--- src/rtl/accel_sequencer_if.sv ---
// SPI master request/response bundle shared between the accelerometer
// sequencer (master side) and the byte-level SPI engine (slave side).
`timescale 1ns/1ps
interface accel_sequencer_if;
    logic        spi_enable;
    logic        spi_rw;
    logic [5:0]  spi_address;
    logic [7:0]  spi_value;
    logic        spi_sync;
    logic [55:0] spi_buffer;

    modport master (
        output spi_enable,
        output spi_rw,
        output spi_address,
        output spi_value,
        input  spi_sync,
        input  spi_buffer
    );

    modport slave (
        input  spi_enable,
        input  spi_rw,
        input  spi_address,
        input  spi_value,
        output spi_sync,
        output spi_buffer
    );
endinterface

--- src/rtl/accel_sequencer.sv ---
// Configures a 3-axis accelerometer over a shared SPI master, then reads
// X/Y/Z at a fixed sample rate, queuing at most one tick while a read runs.
`timescale 1ns/1ps
module accel_sequencer #(
    parameter int unsigned SAMPLE_DIV      = 120000,
    parameter logic [7:0]  BW_RATE_VAL     = 8'h0A,
    parameter logic [7:0]  DATA_FORMAT_VAL = 8'h0B,
    parameter logic [7:0]  POWER_CTL_VAL   = 8'h08
) (
    input  logic              clk,
    input  logic              reset,
    input  logic              run,
    accel_sequencer_if.master spi,
    output logic [15:0]       x,
    output logic [15:0]       y,
    output logic [15:0]       z,
    output logic              sample_valid,
    output logic              config_done,
    output logic              overrun
);
    localparam int unsigned      CNT_W     = (SAMPLE_DIV > 1) ? $clog2(SAMPLE_DIV) : 1;
    localparam logic [CNT_W-1:0] CNT_MAX   = CNT_W'(SAMPLE_DIV - 1);
    localparam logic [5:0]       DATA_ADDR = 6'h32;

    typedef enum logic [2:0] {
        IDLE        = 3'd0,
        CFG_ISSUE   = 3'd1,
        CFG_RELEASE = 3'd2,
        WAIT_TICK   = 3'd3,
        RD_ISSUE    = 3'd4,
        RD_RELEASE  = 3'd5
    } state_t;

    state_t           state_r;
    logic             spi_enable_r;
    logic             spi_rw_r;
    logic [5:0]       spi_address_r;
    logic [7:0]       spi_value_r;
    logic [15:0]      x_r;
    logic [15:0]      y_r;
    logic [15:0]      z_r;
    logic             sample_valid_r;
    logic             config_done_r;
    logic             overrun_r;
    logic             pending_r;
    logic [CNT_W-1:0] cnt_r;
    logic [1:0]       cfg_idx_r;
    logic             tick_s;
    logic             rd_busy_s;
    logic             unused_s;

    function automatic logic [5:0] cfg_addr(input logic [1:0] idx);
        case (idx)
            2'd0:    cfg_addr = 6'h2C;
            2'd1:    cfg_addr = 6'h31;
            2'd2:    cfg_addr = 6'h2D;
            default: cfg_addr = 6'h2C;
        endcase
    endfunction

    function automatic logic [7:0] cfg_value(input logic [1:0] idx);
        case (idx)
            2'd0:    cfg_value = BW_RATE_VAL;
            2'd1:    cfg_value = DATA_FORMAT_VAL;
            2'd2:    cfg_value = POWER_CTL_VAL;
            default: cfg_value = BW_RATE_VAL;
        endcase
    endfunction

    // The sensor's leading status byte carries nothing we need
    assign unused_s = ^spi.spi_buffer[55:48];

    // Tick and read-in-flight qualifiers
    always_comb begin
        tick_s    = 1'b0;
        rd_busy_s = 1'b0;
        if (config_done_r && (cnt_r == CNT_MAX)) begin
            tick_s = 1'b1;
        end else begin
            tick_s = 1'b0;
        end
        if ((state_r == RD_ISSUE) || (state_r == RD_RELEASE)) begin
            rd_busy_s = 1'b1;
        end else begin
            rd_busy_s = 1'b0;
        end
    end

    // Sequencer FSM together with the sample divider and tick queue
    always_ff @(posedge clk) begin
        if (reset) begin
            state_r        <= IDLE;
            spi_enable_r   <= 1'b0;
            spi_rw_r       <= 1'b0;
            spi_address_r  <= 6'h00;
            spi_value_r    <= 8'h00;
            x_r            <= 16'h0000;
            y_r            <= 16'h0000;
            z_r            <= 16'h0000;
            sample_valid_r <= 1'b0;
            config_done_r  <= 1'b0;
            overrun_r      <= 1'b0;
            pending_r      <= 1'b0;
            cnt_r          <= '0;
            cfg_idx_r      <= 2'd0;
        end else begin
            sample_valid_r <= 1'b0;
            if (!config_done_r || tick_s) begin
                cnt_r <= '0;
            end else begin
                cnt_r <= cnt_r + CNT_W'(1);
            end
            // One tick can wait behind a read; a second one is reported and dropped
            if (tick_s && rd_busy_s) begin
                if (pending_r) begin
                    overrun_r <= 1'b1;
                end else begin
                    pending_r <= 1'b1;
                end
            end

            case (state_r)
                IDLE: begin
                    if (run && !spi.spi_sync) begin
                        state_r       <= CFG_ISSUE;
                        cfg_idx_r     <= 2'd0;
                        spi_enable_r  <= 1'b1;
                        spi_rw_r      <= 1'b0;
                        spi_address_r <= cfg_addr(2'd0);
                        spi_value_r   <= cfg_value(2'd0);
                    end
                end
                CFG_ISSUE: begin
                    if (spi.spi_sync) begin
                        state_r      <= CFG_RELEASE;
                        spi_enable_r <= 1'b0;
                    end
                end
                CFG_RELEASE: begin
                    if (!spi.spi_sync) begin
                        cfg_idx_r <= cfg_idx_r + 2'd1;
                        if (!run) begin
                            state_r       <= IDLE;
                            config_done_r <= 1'b0;
                            pending_r     <= 1'b0;
                            cnt_r         <= '0;
                        end else if (cfg_idx_r < 2'd2) begin
                            state_r       <= CFG_ISSUE;
                            spi_enable_r  <= 1'b1;
                            spi_rw_r      <= 1'b0;
                            spi_address_r <= cfg_addr(cfg_idx_r + 2'd1);
                            spi_value_r   <= cfg_value(cfg_idx_r + 2'd1);
                        end else begin
                            state_r       <= WAIT_TICK;
                            config_done_r <= 1'b1;
                        end
                    end
                end
                WAIT_TICK: begin
                    if (!run) begin
                        state_r       <= IDLE;
                        config_done_r <= 1'b0;
                        pending_r     <= 1'b0;
                        cnt_r         <= '0;
                    end else if (tick_s || pending_r) begin
                        state_r       <= RD_ISSUE;
                        spi_enable_r  <= 1'b1;
                        spi_rw_r      <= 1'b1;
                        spi_address_r <= DATA_ADDR;
                        spi_value_r   <= 8'h00;
                        // A fresh tick landing as the queued one is consumed stays queued
                        pending_r     <= tick_s && pending_r;
                    end
                end
                RD_ISSUE: begin
                    if (spi.spi_sync) begin
                        x_r            <= {spi.spi_buffer[39:32], spi.spi_buffer[47:40]};
                        y_r            <= {spi.spi_buffer[23:16], spi.spi_buffer[31:24]};
                        z_r            <= {spi.spi_buffer[7:0],   spi.spi_buffer[15:8]};
                        sample_valid_r <= 1'b1;
                        spi_enable_r   <= 1'b0;
                        state_r        <= RD_RELEASE;
                    end
                end
                RD_RELEASE: begin
                    if (!spi.spi_sync) begin
                        if (!run) begin
                            state_r       <= IDLE;
                            config_done_r <= 1'b0;
                            pending_r     <= 1'b0;
                            cnt_r         <= '0;
                        end else begin
                            state_r <= WAIT_TICK;
                        end
                    end
                end
                default: begin
                    state_r      <= IDLE;
                    spi_enable_r <= 1'b0;
                end
            endcase
        end
    end

    assign spi.spi_enable  = spi_enable_r;
    assign spi.spi_rw      = spi_rw_r;
    assign spi.spi_address = spi_address_r;
    assign spi.spi_value   = spi_value_r;
    assign x               = x_r;
    assign y               = y_r;
    assign z               = z_r;
    assign sample_valid    = sample_valid_r;
    assign config_done     = config_done_r;
    assign overrun         = overrun_r;
endmodule

--- src/flat_wrapper.sv ---
// flat-port wrapper written by rule: the top's interface ports become plain ports
module accel_sequencer_flat 
#(
    parameter int unsigned SAMPLE_DIV      = 120000,
    parameter logic [7:0]  BW_RATE_VAL     = 8'h0A,
    parameter logic [7:0]  DATA_FORMAT_VAL = 8'h0B,
    parameter logic [7:0]  POWER_CTL_VAL   = 8'h08
)
  (clk, reset, run, x, y, z, sample_valid, config_done, overrun, spi_spi_enable, spi_spi_rw, spi_spi_address, spi_spi_value, spi_spi_sync, spi_spi_buffer);
  accel_sequencer_if spi_i ();
  input  logic clk;
  input  logic reset;
  input  logic run;
  output logic [15:0] x;
  output logic [15:0] y;
  output logic [15:0] z;
  output logic sample_valid;
  output logic config_done;
  output logic overrun;
  output wire logic [$bits(spi_i.spi_enable)-1:0] spi_spi_enable;
  output wire logic [$bits(spi_i.spi_rw)-1:0] spi_spi_rw;
  output wire logic [$bits(spi_i.spi_address)-1:0] spi_spi_address;
  output wire logic [$bits(spi_i.spi_value)-1:0] spi_spi_value;
  input wire logic [$bits(spi_i.spi_sync)-1:0] spi_spi_sync;
  input wire logic [$bits(spi_i.spi_buffer)-1:0] spi_spi_buffer;
  assign spi_spi_enable = spi_i.spi_enable;
  assign spi_spi_rw = spi_i.spi_rw;
  assign spi_spi_address = spi_i.spi_address;
  assign spi_spi_value = spi_i.spi_value;
  assign spi_i.spi_sync = spi_spi_sync;
  assign spi_i.spi_buffer = spi_spi_buffer;
  accel_sequencer #(.SAMPLE_DIV(SAMPLE_DIV), .BW_RATE_VAL(BW_RATE_VAL), .DATA_FORMAT_VAL(DATA_FORMAT_VAL), .POWER_CTL_VAL(POWER_CTL_VAL)) u_core (.clk(clk), .reset(reset), .run(run), .spi(spi_i), .x(x), .y(y), .z(z), .sample_valid(sample_valid), .config_done(config_done), .overrun(overrun));
endmodule
--- config.mk ---
export PLATFORM = sky130hd
export DESIGN_NAME = accel_sequencer_flat
export DESIGN_NICKNAME = d
export VERILOG_FILES = /design/src/rtl/accel_sequencer_if.sv /design/src/rtl/accel_sequencer.sv /design/src/flat_wrapper.sv
export SDC_FILE = /design/constraint.sdc
export NUM_CORES = 1
export LEC_CHECK = 0
export CORE_MARGIN = 2
export CORE_UTILIZATION = 44
export CTS_CLUSTER_SIZE = 16
export DETAILED_ROUTE_END_ITERATION = 7
export PLACE_DENSITY = 0.79
export SYNTH_ARGS = -nofsm -noshare
export SYNTH_HDL_FRONTEND = slang
export SYNTH_SLANG_ARGS = --single-unit
--- constraint.sdc ---
create_clock -name clk -period 2.45 [get_ports clk]
set_clock_uncertainty 0.2 [all_clocks]
set_input_delay 0.245 -clock clk [delete_from_list [all_inputs] [get_ports clk]]
set_output_delay 0.245 -clock clk [all_outputs]
set_load 0.01 [all_outputs]
==> impl_results.md <==
* Worst Path Arrival at roughly 2200 ps
* Mean area per synthesized cell at just over 8 sq um
* Net Switching at around 0.00061 W
* Vias per cell at just over 5
* Worst hold path class: input port to flip-flop
* Post-CTS setup buffers at 0
* Die ar. at 8640 sq um
* Grt ovf at 0
* Gate power share at under 10%
* Fin. max-slew vios at 0
* Clock network power share at between 30% and 40%
* CTS tree: yes
* Internal Dissipation at around 0.0020 W
* DR top layer: met4
* First-pass GRT wire length at between 10 and 15 mm
* # DRC at 0
* Maxcap violations at 0
* Yosys top cell area share at between 40% and 50%
* Final Hold Viols at 0
* Antenna viol nets, final at 0
* Initial antenna violation count at 0
* Chip height at 93.0 microns
* Data required, critical path at roughly 2500 ps
* Worst setup EP type: flip-flop
* Metal-1 WL at 3.77 mm
* Port buffer count at 113
* Sequential share of the synthesized area at between 40% and 50%
* Sw Ratio at a little under a quarter
* FMAX at between 400 and 500 MHz
* Cell taking the most area after synthesis: dfxtp_1
* Max clock buf depth at 2
* Most used DFF post-synth: dfxtp_1
* Boundary pin count at about 130
* RSZ-0062 raised after global routing: no
* GR Util All Layers at between 20% and 30%
* Synth Instances at roughly 430
* CTS H-tree depth at 3
* Fin crit share at just under 90%
* Setup TNS at 0 ps
* Worst-Skew Late Latency at 350 ps
* Critical path cell sequence: nand2b_1 > a21boi_0 > or4_2 > o21ai_0 > a21oi_1
* Num CTS Buffers at 9
* DR WL/cell at about 14 microns
* Max incr delay on CP at roughly 800 ps
* Worst-path fanout max at 10
* Utilization after layout at between 60 and 70%
* Total core area at roughly 7700 sq um
* Synth Register Bits at 84
* Static leakage at ~1.7 nW
* Final WL at 8.73 mm
* Status: complete, no violations
* CTS Sinks at 84
* Number of global-route vias before repair at around 3,100
* Min Clock Period, post-route at about 2200 ps
* Syn-to-layout area delta at 41.3%
* Cell with the most instances after synthesis: nand2_1
* RePlAce Congestion at slightly above 0.8
* # nets final at 601
* Post-DP HPWL at between 6 and 7 mm
* # setup viols final at 0
* DR vias at around 3,300
* Initial core utilization at a little under half
* CP Class: flip-flop to flip-flop
* Die Width at 93.0 microns
* Number of flops mapped to enable cells by yosys at 0
* Yosys Warn Count at 0
* Layout cell share with drive strength beyond 1 at ~7.9%
* DR WL met3 at around 570 microns
* Drt pass-1 iters at 4
* PwrDens at 525 nW/um^2
* CP startpoint kind: flip-flop
* Synth top area cells: dfxtp_1 48%, nand2_1 12%, a21oi_1 8.8%
* Flop pwr share at about 54%
* DR WL met2 at around 4.2 mm
* Diode count at 0
* FFs w/ async S/R, synth at 0%
* Synth top cells by count: 109 x nand2_1, 84 x dfxtp_1, 61 x a21oi_1, 30 x nor2_1, 18 x clkbuf_1
* Largest net degree at the start of global routing at just under 50
* Initial DRC count at 224
* Clock tree root buffer cell: clkbuf_8
* Peak VDD IR at around 0.40 mV
* Post-synth cell types at 53
* Rows at 32
* Clock slew at the register clock pins of the worst setup and hold paths at around 90 ps
* Crit-path slowest cell: or4_2
* Cell area after synthesis at 3480 sq um
-- layout make-up --
class	count	area, sq um
Fill cell	673	2770
Inverter	7	26.3
Timing Repair Buffer	126	1240
Tap cell	102	128
Multi-Input combinational cell	310	1650
Clock buffer	10	128
Sequential cell	84	1680
Clock inverter	6	63.8
-- critical path, delay by kind of cell (launching register included) --
family | cells | cell delay [ps]
AND/OR/NAND/NOR | 2 | 970
flip-flops | 1 | 510
AO/OA/AOI/OAI | 3 | 380
-- power groups by stage --
stage                     clock [W]  sequential [W]  combinational [W]
after global placement            0         0.00142           0.000215
after detailed placement          0         0.00142           0.000217
after CTS                   0.00100         0.00139           0.000220
final                      0.000977         0.00139           0.000220
after global routing        0.00105         0.00139           0.000239
after floorplan                   0         0.00142          0.0000945
-- routing by layer --
metal	GRT usage, %	up-vias
li1	-	1654
met1	25.7	1520
met2	34.0	107
met3	5.21	18
met4	10.7	0
met5	0	-
-- state kept, by name (all words and copies together), names as in the netlist --
name and cells:
u_core.y 16, u_core.spi.spi_address 5, u_core.sample_valid 1, u_core.spi.spi_enable 1, u_core.config_done 1, u_core.overrun 1, u_core.cnt_r 17, u_core.pending_r 1
u_core.state_r 3, u_core.spi.spi_rw 1, u_core.z 16, u_core.cfg_idx_r 2, u_core.spi.spi_value 3, u_core.x 16
-- cells by family (layout without fill, tap and decap cells) --
| kind of cell | Yosys count | in the layout | share of synthesized area, % |
|---|---|---|---|
| other | 1 | 5 | 0.108 |
| AND/OR/NAND/NOR | 186 | 186 | 24.4 |
| flip-flops | 84 | 84 | 48.3 |
| XOR/XNOR | 16 | 16 | 4.02 |
| buffers and inverters | 38 | 149 | 5.07 |
| AO/OA/AOI/OAI | 97 | 97 | 16.2 |
| multiplexers | 3 | 3 | 0.862 |
| adder cells (fa/ha/maj) | 3 | 3 | 1.08 |
-- what timing repair did --
action / in CTS / in global routing
gates resized for setup: 0 / 1
endpoints found under the hold margin: 1 / 0
endpoints found under the setup margin: 0 / 8
hold buffers: 1 / 0
-- metrics by stage --
step | hold slack, ps | total power, W | worst slack, ps | instances | instance area [sq um]
global placement | 241 | 0.00163 | 91.6 | 628 | 4710
CTS | 214 | 0.00261 | 152 | 645 | 4920
global route | 225 | 0.00268 | 73.3 | 645 | 4920
floorplan | 181 | 0.00151 | 442 | 432 | 3500
detailed placement | 246 | 0.00164 | 90.8 | 628 | 4710
finish | 231 | 0.00258 | 267 | 645 | 4920
-- final timing paths --
path	depth (start not counted)	from	slack [ps]	endpoint
max	5	u_core.state_r[0]	270	u_core.spi.spi_address[4]
max reg2reg	5	u_core.state_r[0]	270	u_core.spi.spi_address[4]
min	3	spi_spi_buffer[11]	230	u_core.z[3]
min reg2reg	2	u_core.y[6]	260	u_core.y[6]
-- layout by cell type (no fill, tap or decap), types with 6 or more instances in the layout --
master           instances
buf_4                   11
nor2_1                  30
clkdlybuf4s50_1        112
dfxtp_1                 84
xor2_1                  11
a21oi_1                 61
clkbuf_8                 9
inv_1                    6
nand2_1                109
nand3_1                 13
o21ai_0                 13
Power figures use the tool's default switching activity.
